==> src/rtl/rgb_to_color_pkg.sv <==
// ---------------------------------------------------------------------------
// rgb_to_color_pkg
//   Shared definitions for the RGB-to-palette colour matcher:
//     - width constants (RGB_W, IDX_W, DIST_W)
//     - search bounds and the initial "worse than anything" distance
//     - FSM state enum
//     - the fixed 16-entry TI99 palette and a forward lookup function
//   No ports (package).
// ---------------------------------------------------------------------------
package rgb_to_color_pkg;

  localparam int RGB_W  = 12;
  localparam int IDX_W  = 4;
  localparam int DIST_W = 6;

  // Index 0 is transparent and is never searched, so the scan runs 1..15.
  localparam logic [IDX_W-1:0]  FIRST_IDX = 4'd1;
  localparam logic [IDX_W-1:0]  LAST_IDX  = 4'd15;

  // Larger than the maximum real distance (45), so entry 1 always wins
  // against the initial best.
  localparam logic [DIST_W-1:0] DIST_INIT = 6'd63;

  typedef enum logic [1:0] {
    ST_IDLE   = 2'd0,
    ST_SEARCH = 2'd1,
    ST_DONE   = 2'd2
  } state_e;

  // TI99 palette, 4 bits per channel, R=[11:8] G=[7:4] B=[3:0].
  localparam logic [RGB_W-1:0] PALETTE [0:15] = '{
    12'h000, 12'h000, 12'h2C3, 12'h5D6,
    12'h54F, 12'h76F, 12'hD54, 12'h4EF,
    12'hF54, 12'hF76, 12'hDC3, 12'hED6,
    12'h2B2, 12'hC5C, 12'hCCC, 12'hFFF
  };

  // Forward lookup: palette index -> RGB value.
  function automatic logic [RGB_W-1:0] palette_rgb(input logic [IDX_W-1:0] idx);
    return PALETTE[idx];
  endfunction

endpackage

==> src/rtl/rgb_to_color_color_distance.sv <==
// ---------------------------------------------------------------------------
// color_distance
//   Purely combinational Manhattan distance between two 12-bit RGB colours:
//   |dR| + |dG| + |dB| on unsigned 4-bit channels. Maximum is 45, which
//   fits in 6 bits without overflow.
//   Ports:
//     a_i    [11:0] first colour
//     b_i    [11:0] second colour
//     dist_o [5:0]  distance
// ---------------------------------------------------------------------------
module color_distance
  import rgb_to_color_pkg::*;
(
  input  logic [RGB_W-1:0]  a_i,
  input  logic [RGB_W-1:0]  b_i,
  output logic [DIST_W-1:0] dist_o
);

  function automatic logic [3:0] abs_diff(input logic [3:0] x, input logic [3:0] y);
    return (x >= y) ? (x - y) : (y - x);
  endfunction

  logic [3:0] dr;
  logic [3:0] dg;
  logic [3:0] db;

  assign dr = abs_diff(a_i[11:8], b_i[11:8]);
  assign dg = abs_diff(a_i[7:4],  b_i[7:4]);
  assign db = abs_diff(a_i[3:0],  b_i[3:0]);

  // Zero-extend each channel before summing so the carry is kept.
  assign dist_o = {2'b00, dr} + {2'b00, dg} + {2'b00, db};

endmodule

==> src/rtl/rgb_to_color.sv <==
// ---------------------------------------------------------------------------
// rgb_to_color
//   Maps a 12-bit RGB request to the nearest non-transparent entry of the
//   TI99 palette by scanning indices 1..15, one per clock. The scan stops
//   early on an exact match. Ties keep the lowest index.
//
//   Handshakes: a transfer happens on a rising edge where valid and ready
//   are both 1. The producer holds data stable while valid is high and
//   ready is low; ready never depends combinationally on valid.
//
//   Ports:
//     clk         rising-edge clock
//     reset_n     asynchronous active-low reset
//     rgb_in      [11:0] requested colour
//     in_valid    rgb_in valid
//     in_ready    block can accept (only in IDLE, decoded from state)
//     color_out   [3:0] nearest palette index (1..15)
//     dist_out    [5:0] distance to that entry
//     exact_out   dist_out == 0
//     out_valid   result valid (DONE state)
//     out_ready   consumer accepts result
//     dbg_state_o [1:0] current FSM state (state_e encoding)
// ---------------------------------------------------------------------------
module rgb_to_color
  import rgb_to_color_pkg::*;
(
  input  logic              clk,
  input  logic              reset_n,
  input  logic [RGB_W-1:0]  rgb_in,
  input  logic              in_valid,
  output logic              in_ready,
  output logic [IDX_W-1:0]  color_out,
  output logic [DIST_W-1:0] dist_out,
  output logic              exact_out,
  output logic              out_valid,
  input  logic              out_ready,
  output logic [1:0]        dbg_state_o
);

  state_e              state_q,     state_d;
  logic [IDX_W-1:0]    idx_q,       idx_d;
  logic [IDX_W-1:0]    best_idx_q,  best_idx_d;
  logic [DIST_W-1:0]   best_dist_q, best_dist_d;
  logic [RGB_W-1:0]    rgb_q,       rgb_d;
  logic [IDX_W-1:0]    color_q,     color_d;
  logic [DIST_W-1:0]   dist_q,      dist_d;
  logic                exact_q,     exact_d;
  logic                out_valid_q, out_valid_d;

  logic [DIST_W-1:0]   cur_dist;
  logic                better;
  logic [IDX_W-1:0]    win_idx;
  logic [DIST_W-1:0]   win_dist;

  // Distance from the latched request to the entry under evaluation.
  color_distance u_dist (
    .a_i    (rgb_q),
    .b_i    (palette_rgb(idx_q)),
    .dist_o (cur_dist)
  );

  // Strictly-smaller compare keeps the earliest (lowest) index on ties.
  assign better   = (cur_dist < best_dist_q);
  assign win_idx  = better ? idx_q    : best_idx_q;
  assign win_dist = better ? cur_dist : best_dist_q;

  always_ff @(posedge clk or negedge reset_n) begin
    if (!reset_n) begin
      state_q     <= ST_IDLE;
      idx_q       <= '0;
      best_idx_q  <= '0;
      best_dist_q <= '0;
      rgb_q       <= '0;
      color_q     <= '0;
      dist_q      <= '0;
      exact_q     <= 1'b0;
      out_valid_q <= 1'b0;
    end else begin
      state_q     <= state_d;
      idx_q       <= idx_d;
      best_idx_q  <= best_idx_d;
      best_dist_q <= best_dist_d;
      rgb_q       <= rgb_d;
      color_q     <= color_d;
      dist_q      <= dist_d;
      exact_q     <= exact_d;
      out_valid_q <= out_valid_d;
    end
  end

  always_comb begin
    state_d     = state_q;
    idx_d       = idx_q;
    best_idx_d  = best_idx_q;
    best_dist_d = best_dist_q;
    rgb_d       = rgb_q;
    color_d     = color_q;
    dist_d      = dist_q;
    exact_d     = exact_q;
    out_valid_d = out_valid_q;

    case (state_q)
      ST_IDLE: begin
        if (in_valid) begin
          rgb_d       = rgb_in;
          idx_d       = FIRST_IDX;
          best_idx_d  = FIRST_IDX;
          best_dist_d = DIST_INIT;
          state_d     = ST_SEARCH;
        end
      end

      ST_SEARCH: begin
        best_idx_d  = win_idx;
        best_dist_d = win_dist;
        // An exact match cannot be beaten, so stop scanning there.
        if ((cur_dist == '0) || (idx_q == LAST_IDX)) begin
          color_d     = win_idx;
          dist_d      = win_dist;
          exact_d     = (win_dist == '0);
          out_valid_d = 1'b1;
          state_d     = ST_DONE;
        end else begin
          idx_d = idx_q + 4'd1;
        end
      end

      ST_DONE: begin
        // Result registers hold until the consumer takes them; IDLE
        // follows, so a new request cannot share the handshake cycle.
        if (out_ready) begin
          out_valid_d = 1'b0;
          state_d     = ST_IDLE;
        end
      end

      default: begin
        state_d     = ST_IDLE;
        out_valid_d = 1'b0;
      end
    endcase
  end

  assign in_ready    = (state_q == ST_IDLE);
  assign color_out   = color_q;
  assign dist_out    = dist_q;
  assign exact_out   = exact_q;
  assign out_valid   = out_valid_q;
  assign dbg_state_o = state_q;

endmodule

==> config.mk <==
export PLATFORM = sky130hd
export DESIGN_NAME = rgb_to_color
export DESIGN_NICKNAME = d
export VERILOG_FILES = /design/src/rtl/rgb_to_color_pkg.sv /design/src/rtl/rgb_to_color_color_distance.sv /design/src/rtl/rgb_to_color.sv
export SDC_FILE = /design/constraint.sdc
export NUM_CORES = 1
export LEC_CHECK = 0
export CAP_MARGIN = 30
export CORE_UTILIZATION = 30
export CTS_CLUSTER_SIZE = 20
export DETAILED_ROUTE_END_ITERATION = 16
export HOLD_SLACK_MARGIN = 0.06
export PLACE_DENSITY = 0.53
export SETUP_SLACK_MARGIN = 0.15
export SLEW_MARGIN = 20
export SYNTH_ARGS = -nofsm -noshare
export SYNTH_HDL_FRONTEND = slang
export SYNTH_SLANG_ARGS = --single-unit
==> constraint.sdc <==
create_clock -name clk -period 9.16 [get_ports clk]
set_clock_uncertainty 0.05 [all_clocks]
set_input_delay 1.832 -clock clk [delete_from_list [all_inputs] [get_ports clk]]
set_output_delay 1.832 -clock clk [all_outputs]
set_load 0.02 [all_outputs]
==> summary.txt, run 1 <==
yosys warns: 0
CP Class: reg2reg
Netlist cell types: 49
Max-cap violations: 0
DR iter-0 viols: 85
#FFs+latches synth: 40
crit path cell chain: inv_1, o21ai_0, o21a_1, ha_1, fa_1, a21bo_2, a21o_1, a21oi_1, mux2i_1, fa_1, fa_1, a21o_2, a21oi_1, xor2_1, ha_1, a21o_1, a21o_1, a21oi_2, mux2_2, mux2_4
fmax: 0.147 GHz
number of I/O pins: 31
wire length on met1: 3.59 mm
critical path arrival: 6.95 ns
H-tree Lvls: 2
vias in the first global route: 2588
Setup Fix Bufs, Post-CTS: 0
# port buffers: 30
CTS tree: done
CP max-delay cell: dfrtp_1
Hold Crit Class: reg2reg
Least-Margin Pin Slew: 0.890 ns
status: finished, final reports clean
GRT overflow: 0
Top Layer Used: met4
final net count: 440
Tcrit/Tclk final: 0.744
DR vias/cell: 4.82
vias after detailed routing: 2480
global-route wire length before repair: 12.4 mm
share of layout cells above drive strength 1: 0.123
Synth area leader: dfrtp_1
DRC viols: 0
Routed met3 length: 154 um
hold buffers post-CTS: 0
CTS max path bufs: 2
TNS Setup: 0 ns
Clock Latency Late Sink: 0.31 ns
Netlist Area Pre-Place: 3320 um^2
Synthesized Nets: 414
Max Slew Vio Count: 0
root buf cell: clkbuf_8
Post-DP HPWL: 5.44 mm
Final Critical Period: 6.81 ns
Post-synth EDFFs: 0
crit-path max cell delay: 0.79 ns
Worst Path Required: 9.30 ns
Synth top area share: 0.302
Syn Area/Cell: 9.56 um^2
die extent in y: 107 um
Pre-Repair DR Iteration Count: 4
Critical Path Source Type: flip-flop
met2 routed WL: 3.39 mm
clk slew on worst S/H paths: 0.10 ns
sequential share of the synthesized area: 0.302
area of the die: 11500 um^2
WL per Instance: 14.1 um
Inserted Clock Buffers: 5
Placed Area: 3730 um^2
Final Hold Fails: 0
ys async rst share: 1.00
# setup viols final: 0
GP Congestion: 0.766
RSZ-0062 raised after global routing: false
Initial Utilization: 0.307
Final Instance Area: 3880 um^2
overall routing resource usage: 0.138
Final Non-Filler Cells: 514
ant diodes: 0
largest cells by area after synthesis: dfrtp_1, ha_1, fa_1
Core Rows: 38
predominant post-synthesis flop cell: dfrtp_1
die width: 107 um
Max Fanout on Critical Path: 21
critical path endpoint category: flip-flop
post-CTS sizing: 0
Gate Count Post-Synth: 347
Core Region: 10800 um^2
Placed Cells: 505
clk sink count: 40
WL final: 7.27 mm
Rel. slew slack: 0.407
Synth-to-Final Area Change: 16.9%
number of routed nets with antenna violations: 0
largest net degree at the start of global routing: 41
Final Core Density: 0.359
initial antenna violation count: 0
-- per-stage QoR --
step                      setup slack (ns)  hold slack [ns]
after floorplan                       3.35            0.402
after global placement                2.04            0.421
after detailed placement              2.36            0.424
after CTS                             2.33            0.448
after global routing                  1.92            0.477
final                                 2.35            0.444
-- flip-flops by register name, indices dropped and copies added, names as in the netlist --
register / cells
best_dist_q: 6
best_idx_q: 4
color_out: 4
dbg_state_o: 2
dist_out: 6
exact_out: 1
idx_q: 4
out_valid: 1
rgb_q: 12
-- path summary, 6_finish.rpt --
kind	startpoint	to	slack (ns)	depth (start not counted)
worst min-delay path	rgb_q[7]	rgb_q[7]	0.44	2
worst max-delay path	idx_q[2]	color_out[1]	2.35	20
min in group asynchronous	reset_n	rgb_q[5]	1.41	1
max in group asynchronous	reset_n	exact_out	7.16	2
worst min register to register	rgb_q[7]	rgb_q[7]	0.44	2
worst max register to register	idx_q[2]	color_out[1]	2.35	20
-- layout by cell type, fill, tap and decap left out, drive strengths merged, types with 9 or more instances in the layout --
cell type / instances
a21o: 19
mux2: 21
clkdlybuf4s50: 29
nor2: 14
o21ai: 27
dfrtp: 40
nand2: 33
mux2i: 13
inv: 39
nand3: 9
xor2: 9
a21oi: 18
ha: 43
-- worst max-delay path: cells and delay by family (launching register included) --
kind                     cells  cell delay, ns
buffers and inverters        1            0.24
XOR/XNOR                     1            0.24
adder cells (fa/ha/maj)      5            1.65
multiplexers                 3            1.14
AO/OA/AOI/OAI               10            2.58
flip-flops                   1            0.79
-- area by class of cell --
cell class | count | area, um^2
clock buffer | 6 | 82.6
inverter | 40 | 150
clock inverter | 2 | 38.8
fill | 1078 | 6920
multi-input combinational | 255 | 2110
sequential | 40 | 1000
timing repair buffer | 31 | 323
tap | 140 | 175
-- synth_stat cells (2+ instances only) --
cell type   n
nand3_1     9
o21ai_1     2
dfrtp_1    40
a21bo_2     3
a21o_1     16
inv_1      39
mux2_4      8
a211oi_1    2
o21a_1      2
mux2_2     13
a21o_2      2
fa_1        8
o211ai_1    4
a21oi_1    17
nor2_1     14
clkbuf_1   10
o21ai_0    24
nand2_1    33
nor2b_1     3
ha_1       43
xor2_1      8
mux2i_1    13
xnor2_1     2
a31oi_1     7
-- logic make-up after synthesis --
group,after synthesis,synth area share
compound gates,88,0.172
xor+xnor,11,0.0313
fa+ha+maj,51,0.210
buf+inv,52,0.0645
flops,40,0.302
mux,34,0.120
simple gates,71,0.100
-- routing by layer --
metal | global-route usage | vias up
li1 | - | 1247
met1 | 0.185 | 1200
met2 | 0.226 | 24
met3 | 0.0213 | 9
met4 | 0.0479 | 0
met5 | 0 | -
Power of run 1 is left out: the tool's default activity adds up to more than one toggle a clock period on the data nets, which glitch-free logic cannot reach.
==> run 2: changes to the inputs <==
--- a/config.mk
+++ b/config.mk
@@ -10,7 +10,7 @@
 export CTS_CLUSTER_SIZE = 20
 export DETAILED_ROUTE_END_ITERATION = 16
 export HOLD_SLACK_MARGIN = 0.06
-export PLACE_DENSITY = 0.53
+export PLACE_DENSITY = 0.55
 export SETUP_SLACK_MARGIN = 0.15
 export SLEW_MARGIN = 20
 export SYNTH_ARGS = -nofsm -noshare
==> constraint.sdc (replaced) <==
create_clock -name clk -period 5.64 [get_ports clk]
set_clock_uncertainty 0.05 [all_clocks]
set_input_delay 1.128 -clock clk [delete_from_list [all_inputs] [get_ports clk]]
set_output_delay 1.128 -clock clk [all_outputs]
set_load 0.02 [all_outputs]
==> summary.txt, run 2 (synthesis results as in run 1) <==
status: finished, violations left
failing checks: negative setup slack
DR iter-0 viols: 91
Core Region: 10800 um^2
Setup WS post-layout: -0.0450 ns
CP max-delay cell: dfrtp_2
Post-DP HPWL: 5.93 mm
commonest non-fill, non-tap cells in the layout: buf_4, dfrtp_1, ha_1
root buf cell: clkbuf_8
final net count: 494
Inserted Clock Buffers: 5
GP Congestion: 0.832
Max-cap violations: 0
register area: 1000 um^2
DRC viols: 0
vias in the first global route: 2760
Clock Latency Late Sink: 0.30 ns
Tcrit/Tclk final: 1.01
most flop-heavy register: rgb_q
Pre-Repair DR Iteration Count: 4
Critical Path Source Type: flip-flop
ant diodes: 0
CTS tree: done
share of layout cells above drive strength 1: 0.306
largest net degree at the start of global routing: 31
WL final: 8.28 mm
die extent in y: 107 um
clk sink count: 40
reg-to-reg setup timing slack: -0.05 ns
overall routing resource usage: 0.147
fmax: 0.176 GHz
Initial Utilization: 0.307
Max Fanout on Critical Path: 6
Placed Cells: 540
number of I/O pins: 31
Worst Path Required: 5.78 ns
hold buffers post-CTS: 0
Hold Crit Class: reg2reg
critical path arrival: 5.83 ns
Max Slew Vio Count: 0
DR vias/cell: 4.76
fillcell total: 1045
WL per Instance: 14.6 um
critical path endpoint category: flip-flop
Final Critical Period: 5.69 ns
vias after detailed routing: 2701
number of routed nets with antenna violations: 0
RSZ-0062 raised after global routing: true
Final Hold Fails: 0
leading cell type in the layout, fill and taps excluded: buf_4
Final Non-Filler Cells: 568
area of the die: 11500 um^2
Core Rows: 38
global-route wire length before repair: 13.3 mm
Least-Margin Pin Slew: 0.908 ns
number of flip-flops under the largest register name: 12
# setup viols final: 10
GRT overflow: 0
CTS max path bufs: 2
Rel. slew slack: 0.395
# port buffers: 30
CP Class: reg2reg
initial antenna violation count: 0
die width: 107 um
crit-path max cell delay: 0.44 ns
Synth-to-Final Area Change: 36.9%
multi-input combinational cell area: 2330 um^2
clk slew on worst S/H paths: 0.09 ns
H-tree Lvls: 2
## run 2: cell types whose count changed in the layout (fill, tap and decap cells not counted), moves of 4 or more
cell	delta
buf_4	+45
ha_4	+4
buf_6	+9
mux2_2	-11
mux2_4	+11
o21ai_0	-7
ha_1	-6
a21oi_1	-4
## run 2: metal layers
metal  share of wire  track usage
met1            0.47        0.193
met2            0.50        0.251
met3           0.020       0.0170
met4           0.011       0.0460
met5               0            0
## run 2: layout make-up
type	count	area share
multi-input cells	255	0.514
repair buffers	85	0.166
clock buffers	6	0.0182
well taps	140	0.0386
clock inverters	2	0.00854
flip-flops and latches	40	0.221
inverters	40	0.0336
## run 2: timing repair
item,4_1_cts,5_1_grt
gates resized for setup,27,35
cloned,0,1
pin swaps,13,27
buffers inserted,5,14
endpoints found under the setup margin,21,21
## run 2: metrics by stage
stage / util / setup WS, ns / cell area [um^2] / hold slack (ns) / setup TNS (ns)
after global routing: 0.421 / -0.278 / 4540 / 0.466 / -3.86
after global placement: 0.371 / -0.110 / 4010 / 0.419 / -1.05
final: 0.421 / -0.0450 / 4540 / 0.440 / -0.336
after detailed placement: 0.373 / -0.124 / 4030 / 0.419 / -1.13
after CTS: 0.398 / -0.00789 / 4290 / 0.444 / -0.0221
after floorplan: - / 0.167 / 3350 / 0.402 / 0
## run 2: path summary, 6_finish.rpt
| check | start | to | cells past startpoint |
|---|---|---|---|
| worst max register to register | idx_q[1] | color_out[3] | 25 |
| max in group asynchronous | reset_n | idx_q[1] | 2 |
| min in group asynchronous | reset_n | rgb_q[5] | 1 |
| worst min-delay path | out_valid | out_valid | 1 |
| worst min register to register | out_valid | out_valid | 1 |
| worst max-delay path | idx_q[1] | color_out[3] | 25 |
## run 2: critical path, delay by kind of cell, from the launching register on
kind | cells | cell delay, ns
AOI/OAI and AO/OA | 10 | 1.80
adders and majority gates | 6 | 1.48
muxes | 3 | 0.80
xor gates and xnor gates | 3 | 0.67
DFF | 1 | 0.44
buffers and inverters | 3 | 0.32
Power of run 2 is left out for the same reason.
